`config.mk`:
```
export PLATFORM = sky130hd
export DESIGN_NAME = lfsr_match_controller
export DESIGN_NICKNAME = d
export VERILOG_FILES = /design/src/rtl/lfsr_match_controller.sv
export SDC_FILE = /design/constraint.sdc
export NUM_CORES = 1
export LEC_CHECK = 0
export ABC_AREA = 0
export BUFFER_PORTS_ARGS = -buffer_cell sky130_fd_sc_hd__buf_2
export CAP_MARGIN = 25
export CORE_ASPECT_RATIO = 0.9
export CORE_MARGIN = 4
export CORE_UTILIZATION = 45
export CTS_BUF_LIST = sky130_fd_sc_hd__clkbuf_16
export DETAILED_ROUTE_END_ITERATION = 12
export PLACE_DENSITY = 0.68
export REMOVE_ABC_BUFFERS = 1
export SYNTH_ARGS = -nofsm -noshare
export SYNTH_HDL_FRONTEND = slang
export SYNTH_SLANG_ARGS = --single-unit
```
`constraint.sdc`:
```
create_clock -name LFSR_Clock -period 2.89 [get_ports LFSR_Clock]
set_input_delay 0.578 -clock LFSR_Clock [delete_from_list [all_inputs] [get_ports LFSR_Clock]]
set_output_delay 0.578 -clock LFSR_Clock [all_outputs]
set_load 0.01 [all_outputs]
```
`src/rtl/lfsr_match_controller.sv`:
```
// Search sequencer that steps an external LFSR stage until its output matches a latched key.
// Optional don't-care mask on the compare is enabled with `define MATCH_MASK_EN.
module lfsr_match_controller #(
    parameter int unsigned WIDTH     = 16,
    parameter int unsigned CNT_W     = 16,
    parameter int unsigned MAX_STEPS = 65535
) (
    input  logic              LFSR_Clock,
    input  logic              Reset,
    input  logic              Start,
    input  logic              Abort,
    input  logic [WIDTH-1:0]  Key,
`ifdef MATCH_MASK_EN
    input  logic [WIDTH-1:0]  Key_Mask,
`endif
    input  logic [3:0]        X_In,
    input  logic [WIDTH-1:0]  LFSR_OUT,
    output logic [3:0]        X,
    output logic              LFSR_Enable,
    output logic              Compare_Found,
    output logic              Busy,
    output logic              Done,
    output logic              Miss,
    output logic [CNT_W-1:0]  Match_Index
);

    localparam logic [CNT_W-1:0] LAST_STEP = CNT_W'(MAX_STEPS - 1);

    typedef enum logic [2:0] {
        S_IDLE,
        S_LOAD,
        S_SEARCH,
        S_FOUND,
        S_MISS
    } state_t;

    state_t            state;
    logic [WIDTH-1:0]  key_r;
    logic [CNT_W-1:0]  step_cnt;
    logic              hit;

`ifdef MATCH_MASK_EN
    logic [WIDTH-1:0]  key_mask_r;

    always_comb hit = (((LFSR_OUT ^ key_r) & ~key_mask_r) == '0);
`else
    always_comb hit = (LFSR_OUT == key_r);
`endif

    // Freeze must reach the LFSR in the hit cycle itself, so it cannot wait for a register.
    always_comb Compare_Found = (state == S_FOUND) || ((state == S_SEARCH) && hit);

    always_ff @(posedge LFSR_Clock) begin
        if (Reset) begin
            state       <= S_IDLE;
            key_r       <= '0;
            step_cnt    <= '0;
            X           <= '0;
            LFSR_Enable <= 1'b0;
            Busy        <= 1'b0;
            Done        <= 1'b0;
            Miss        <= 1'b0;
            Match_Index <= '0;
`ifdef MATCH_MASK_EN
            key_mask_r  <= '0;
`endif
        end else begin
            Done <= 1'b0;
            if (Abort) begin
                state       <= S_IDLE;
                LFSR_Enable <= 1'b0;
                Busy        <= 1'b0;
                Miss        <= 1'b0;
            end else begin
                case (state)
                    S_IDLE, S_FOUND, S_MISS: begin
                        if (Start) begin
                            state    <= S_LOAD;
                            key_r    <= Key;
                            X        <= X_In;
                            step_cnt <= '0;
                            Busy     <= 1'b1;
                            Miss     <= 1'b0;
`ifdef MATCH_MASK_EN
                            key_mask_r <= Key_Mask;
`endif
                        end
                    end
                    // One settle cycle so the new X has propagated before the first compare.
                    S_LOAD: begin
                        state       <= S_SEARCH;
                        LFSR_Enable <= 1'b1;
                    end
                    S_SEARCH: begin
                        if (hit) begin
                            state       <= S_FOUND;
                            Match_Index <= step_cnt;
                            Done        <= 1'b1;
                            LFSR_Enable <= 1'b0;
                            Busy        <= 1'b0;
                        end else if (step_cnt == LAST_STEP) begin
                            state       <= S_MISS;
                            Done        <= 1'b1;
                            Miss        <= 1'b1;
                            LFSR_Enable <= 1'b0;
                            Busy        <= 1'b0;
                        end else begin
                            step_cnt <= step_cnt + CNT_W'(1);
                        end
                    end
                    default: begin
                        state       <= S_IDLE;
                        LFSR_Enable <= 1'b0;
                        Busy        <= 1'b0;
                    end
                endcase
            end
        end
    end

endmodule
```
# Word level (Yosys, flattened, before mapping)

Cells that the tools add are included.

Register bits: 59
Bits of input ports: 40
Output and inout bits: 25

Add/subtract/negate cells: 1
Equal/unequal tests: 11
Muxes and demuxes: 19
Bitwise operators: 4
Reductions and logical operators: 14

Operator list:

| kind                    | count |
|---|---|
| $mux W16                | 3 |
| $pmux W16 S2            | 1 |
| $add A16 B1 Y16 const B | 1 |
| $eq A16 B16 Y1          | 1 |
| $eq A16 B16 Y1 const B  | 1 |
| $mux W3                 | 3 |
| $pmux W3 S3             | 1 |
| $reduce_and A3 Y1       | 3 |
| $mux W1                 | 8 |
| $eq A3 B2 Y1 const B    | 2 |
| $ne A2 B2 Y1 const B    | 3 |
| $pmux W1 S3             | 2 |
| $reduce_or A3 Y1        | 2 |
| $reduce_and A5 Y1       | 1 |
| $not A1 Y1              | 4 |
| $reduce_and A2 Y1       | 2 |
| $reduce_and A4 Y1       | 1 |
| $eq A3 B1 Y1 const B    | 1 |
| $eq A3 B3 Y1 const B    | 1 |
| $logic_not A3 Y1        | 1 |
| $ne A3 B2 Y1 const B    | 1 |
| $ne A2 B1 Y1 const B    | 1 |
| $pmux W1 S2             | 1 |
| $reduce_bool A2 Y1      | 1 |
| 3 further kinds         | 3 |

# Depth between registers and ports, before layout

Depth in word-level cells: 4
Depth in mapped cells: 9

# Least setup slack after synthesis

OpenSTA, ideal clock, no wires.

Path type: input port to output port
Start point: input port LFSR_OUT[10]
End point: output port Compare_Found
Arrival time: 1.777 ns
Path slack: 0.535 ns
Stages: 7
Buffers on the path: 2
Cell sequence: xor2_1 -> nor4_1 -> and4_1 -> buf_4 -> buf_2 -> o21ai_0 -> inv_1

Longest elaborated chain between the ends: 3

Ends and longest elaborated chain:

| element             | line | text |
|---|---|---|
| from (decl)         | 17   | `input logic [WIDTH-1:0] LFSR_OUT,` |
| $eq A16 B16 Y1      | 47   | `always_comb hit = (LFSR_OUT == key_r);` |
| $logic_and A1 B1 Y1 | 51   | `always_comb Compare_Found = (state == S_FOUND) \|\| ((state == S_SEARCH) && hit);` |
| $logic_or A1 B1 Y1  | 51   |  |
| to (decl)           | 20   | `output logic Compare_Found,` |

No other way between the ends.

# Worst setup path after layout

Same ends and word-level chain as after synthesis.

==> metrics.md <==
| Metric | Value |
|---|---|
| Run status | `finished, final reports clean` |
| Compound-cell area share of the yosys netlist | `15.5%` |
| Clock transition at path regs | `0.05 ns` |
| Hold_buf cts | `0` |
| Slowest stage delay, CP | `0.44 ns` |
| Period utilization | `86.4%` |
| Vias in the first global route | `2483` |
| Mux cell area share after synthesis | `6.09%` |
| Post-synth top cells | `dfxtp_1, nand2_1, nand2b_1, a21oi_1, mux2i_1` |
| Vias/cell | `5.30` |
| Synth Area per Inst | `8.70 um^2` |
| WP data arrival | `1.92 ns` |
| Pre-Repair DR Iteration Count | `4` |
| Synthesized area | `2980 um^2` |
| CP Cell Sequence | `buf_2, xor2_1, nor4_1, and4_1, o21ai_0, inv_1, buf_2` |
| CTS Buf Count | `9` |
| Util after Layout | `58.5%` |
| Final HPWL DP | `4710 um` |
| Final min period | `2.50 ns` |
| Antenna diodes | `0` |
| DR WL/cell | `13.7 um` |
| Post-cts sizing count | `0` |
| Yosys Warn Count | `0` |
| Total Power | `2.18 mW` |
| Top FF cell, synth | `dfxtp_1` |
| Die Height | `85.2 um` |
| Initial drt markers | `158` |
| Gate Count Post-Synth | `342` |
| Num rows | `27` |
| Synth area leaders | `dfxtp_1, nand2_1, nand2b_1` |
| Cell taking the most area after synthesis | `dfxtp_1` |
| Initial core utilization | `47.4%` |
| Overflow after GRT | `0` |
| Core footprint | `6280 um^2` |
| TNS Setup | `0 ns` |
| Synth top area share | `39.7%` |
| Detailed-route via count | `2615` |
| DRC Markers | `0` |
| Post-Synth Adder-Cell Area | `0.841%` |
| Power Dens Cells | `592 nW/um^2` |
| ANT nets after route | `0` |
| Setup crit end kind | `output pin` |
| Slew Limit Fails | `0` |
| CP dominant cell by count | `buf_2` |
| RD Place Congestion | `0.823` |
| Actual slew at the worst max-slew pin | `0.780 ns` |
| Largest net degree at the start of global routing | `58` |
| Chip width | `93.7 um` |
| Skew final | `0.00617 ns` |
| CTS H-tree depth | `3` |
| CTS tree | `yes` |
| CTS Sinks | `59` |
| Clk_lat worst skew | `0.32 ns` |
| Post-CTS setup buffers | `0` |
| Yosys reg bits | `59` |
| Buffer depth of the longest clock path | `2` |
| Seq/Total Area, Yosys | `39.7%` |
| Async set-reset flop share out of synthesis | `0%` |
| EDFF count, synth | `0` |
| Leak pwr | `1.42 nW` |
| Worst Path Max Fanout | `2` |
| First-pass GRT wire length | `11500 um` |
| Cell with the most instances after synthesis | `dfxtp_1` |
| GRT Util Overall | `17.9%` |
| WHS | `0.448 ns` |
| Final number of hold-violating endpoints | `0` |
| F_max | `0.400 GHz` |
| Setup-failing EPs final | `0` |
| WS Path Type | `input pin to output pin` |
| Rel. slew slack | `47.8%` |
| Final wirelength | `6770 um` |
| Unique masters post-synth | `57` |
| Initial antenna violation count | `0` |
| Worst IR drop on VDD | `0.544 mV` |
| # Max-Cap Violations | `0` |
| CTS root buffer | `clkbuf_16` |
| Nets@finish | `443` |
| HP Class | `flop to flop` |
| Crit-path slowest cell | `nor4_1` |
| Die area | `7980 um^2` |
| Critical path startpoint category | `input pin` |
| Area delta synth->final | `23.5%` |
| XOR/XNOR share of the synthesized area | `5.00%` |
| # IOs | `65` |
| I/O Buffers | `64` |
| Share of post-route cells with drive strength above 1 | `24.6%` |
| Worst Path Required | `2.31 ns` |
| RSZ-0062 raised after global routing | `false` |
| Largest family of logic cells by synthesized area | `simple AND/OR/NAND/NOR gates` |
| Simple-gate portion of the synthesized area | `27.7%` |
## worst paths after layout
kind / endpoint / cells past startpoint / slack (ns) / from
max: Compare_Found / 7 / 0.39 / LFSR_OUT[10]
min: X[2] / 2 / 0.45 / X[2]
max reg2reg: step_cnt[5] / 7 / 0.61 / step_cnt[0]
min reg2reg: X[2] / 2 / 0.45 / X[2]
## through the flow
step / area, um^2 / std cells / setup slack (ns)
global route: 3680 / 493 / 0.255
CTS: 3680 / 493 / 0.404
global placement: 3330 / 477 / 0.426
finish: 3680 / 493 / 0.392
floorplan: 2840 / 318 / -0.303
detailed placement: 3330 / 477 / 0.395
## logic make-up after synthesis
family / Yosys count
xor gates and xnor gates: 17
buffers and inverters: 28
AOI/OAI and AO/OA: 69
and+or+nand+nor: 149
adders and majority gates: 2
DFF: 59
muxes: 18
## cells in the final DEF (no fill, tap or decap), drive strengths merged, types with 3 or more instances in the layout
| cell | count |
|---|---|
| a21oi | 29 |
| and2 | 3 |
| buf | 72 |
| bufinv | 3 |
| clkbuf | 9 |
| clkinv | 3 |
| dfxtp | 59 |
| inv | 4 |
| mux2i | 17 |
| nand2 | 55 |
| nand2b | 33 |
| nand3 | 7 |
| nand3b | 3 |
| nand4 | 4 |
| nor2 | 11 |
| nor2b | 3 |
| nor3 | 5 |
| nor4 | 7 |
| o21ai | 7 |
| o311ai | 10 |
| o31ai | 5 |
| o41ai | 3 |
| or2 | 3 |
| or3 | 3 |
| or4 | 4 |
| xor2 | 16 |
## critical path: cells and delay by family
family	cells	cell delay, ns
AO/OA/AOI/OAI	1	0.12
XOR/XNOR	1	0.13
buffers and inverters	3	0.31
AND/OR/NAND/NOR	2	0.78
## power by group
part | switching, mW | total [mW] | internal, mW
clock | 0.361 | 1.20 | 0.839
sequential | 0.0115 | 0.841 | 0.830
combinational | 0.0741 | 0.135 | 0.0612
total | 0.447 | 2.18 | 1.73
## layout make-up
class	count	area [um^2]
timing repair buffer	72	380
sequential	59	1180
tap	87	109
clock inverter	7	116
multi-input combinational	255	1650
inverter	4	15.0
clock buffer	9	225
fill	593	2610
## metal layers
metal | vias to the layer above | wire length (um) | part of all wire (%) | GRT usage (%)
li1 | 1319 | - | - | -
met1 | 1221 | 3170 | 47 | 23.4
met2 | 68 | 3140 | 46 | 28.2
met3 | 7 | 372 | 5.5 | 5.94
met4 | 0 | 84 | 1.2 | 4.99
met5 | - | 0 | 0 | 0
## registers in the layout (all words and copies together) (netlist names)
name and cells:
Busy 1, Done 1, LFSR_Enable 1, Match_Index 16
Miss 1, X 4, key_r 16, state 3
step_cnt 16
Note: power is estimated with default switching activity, not from simulation.
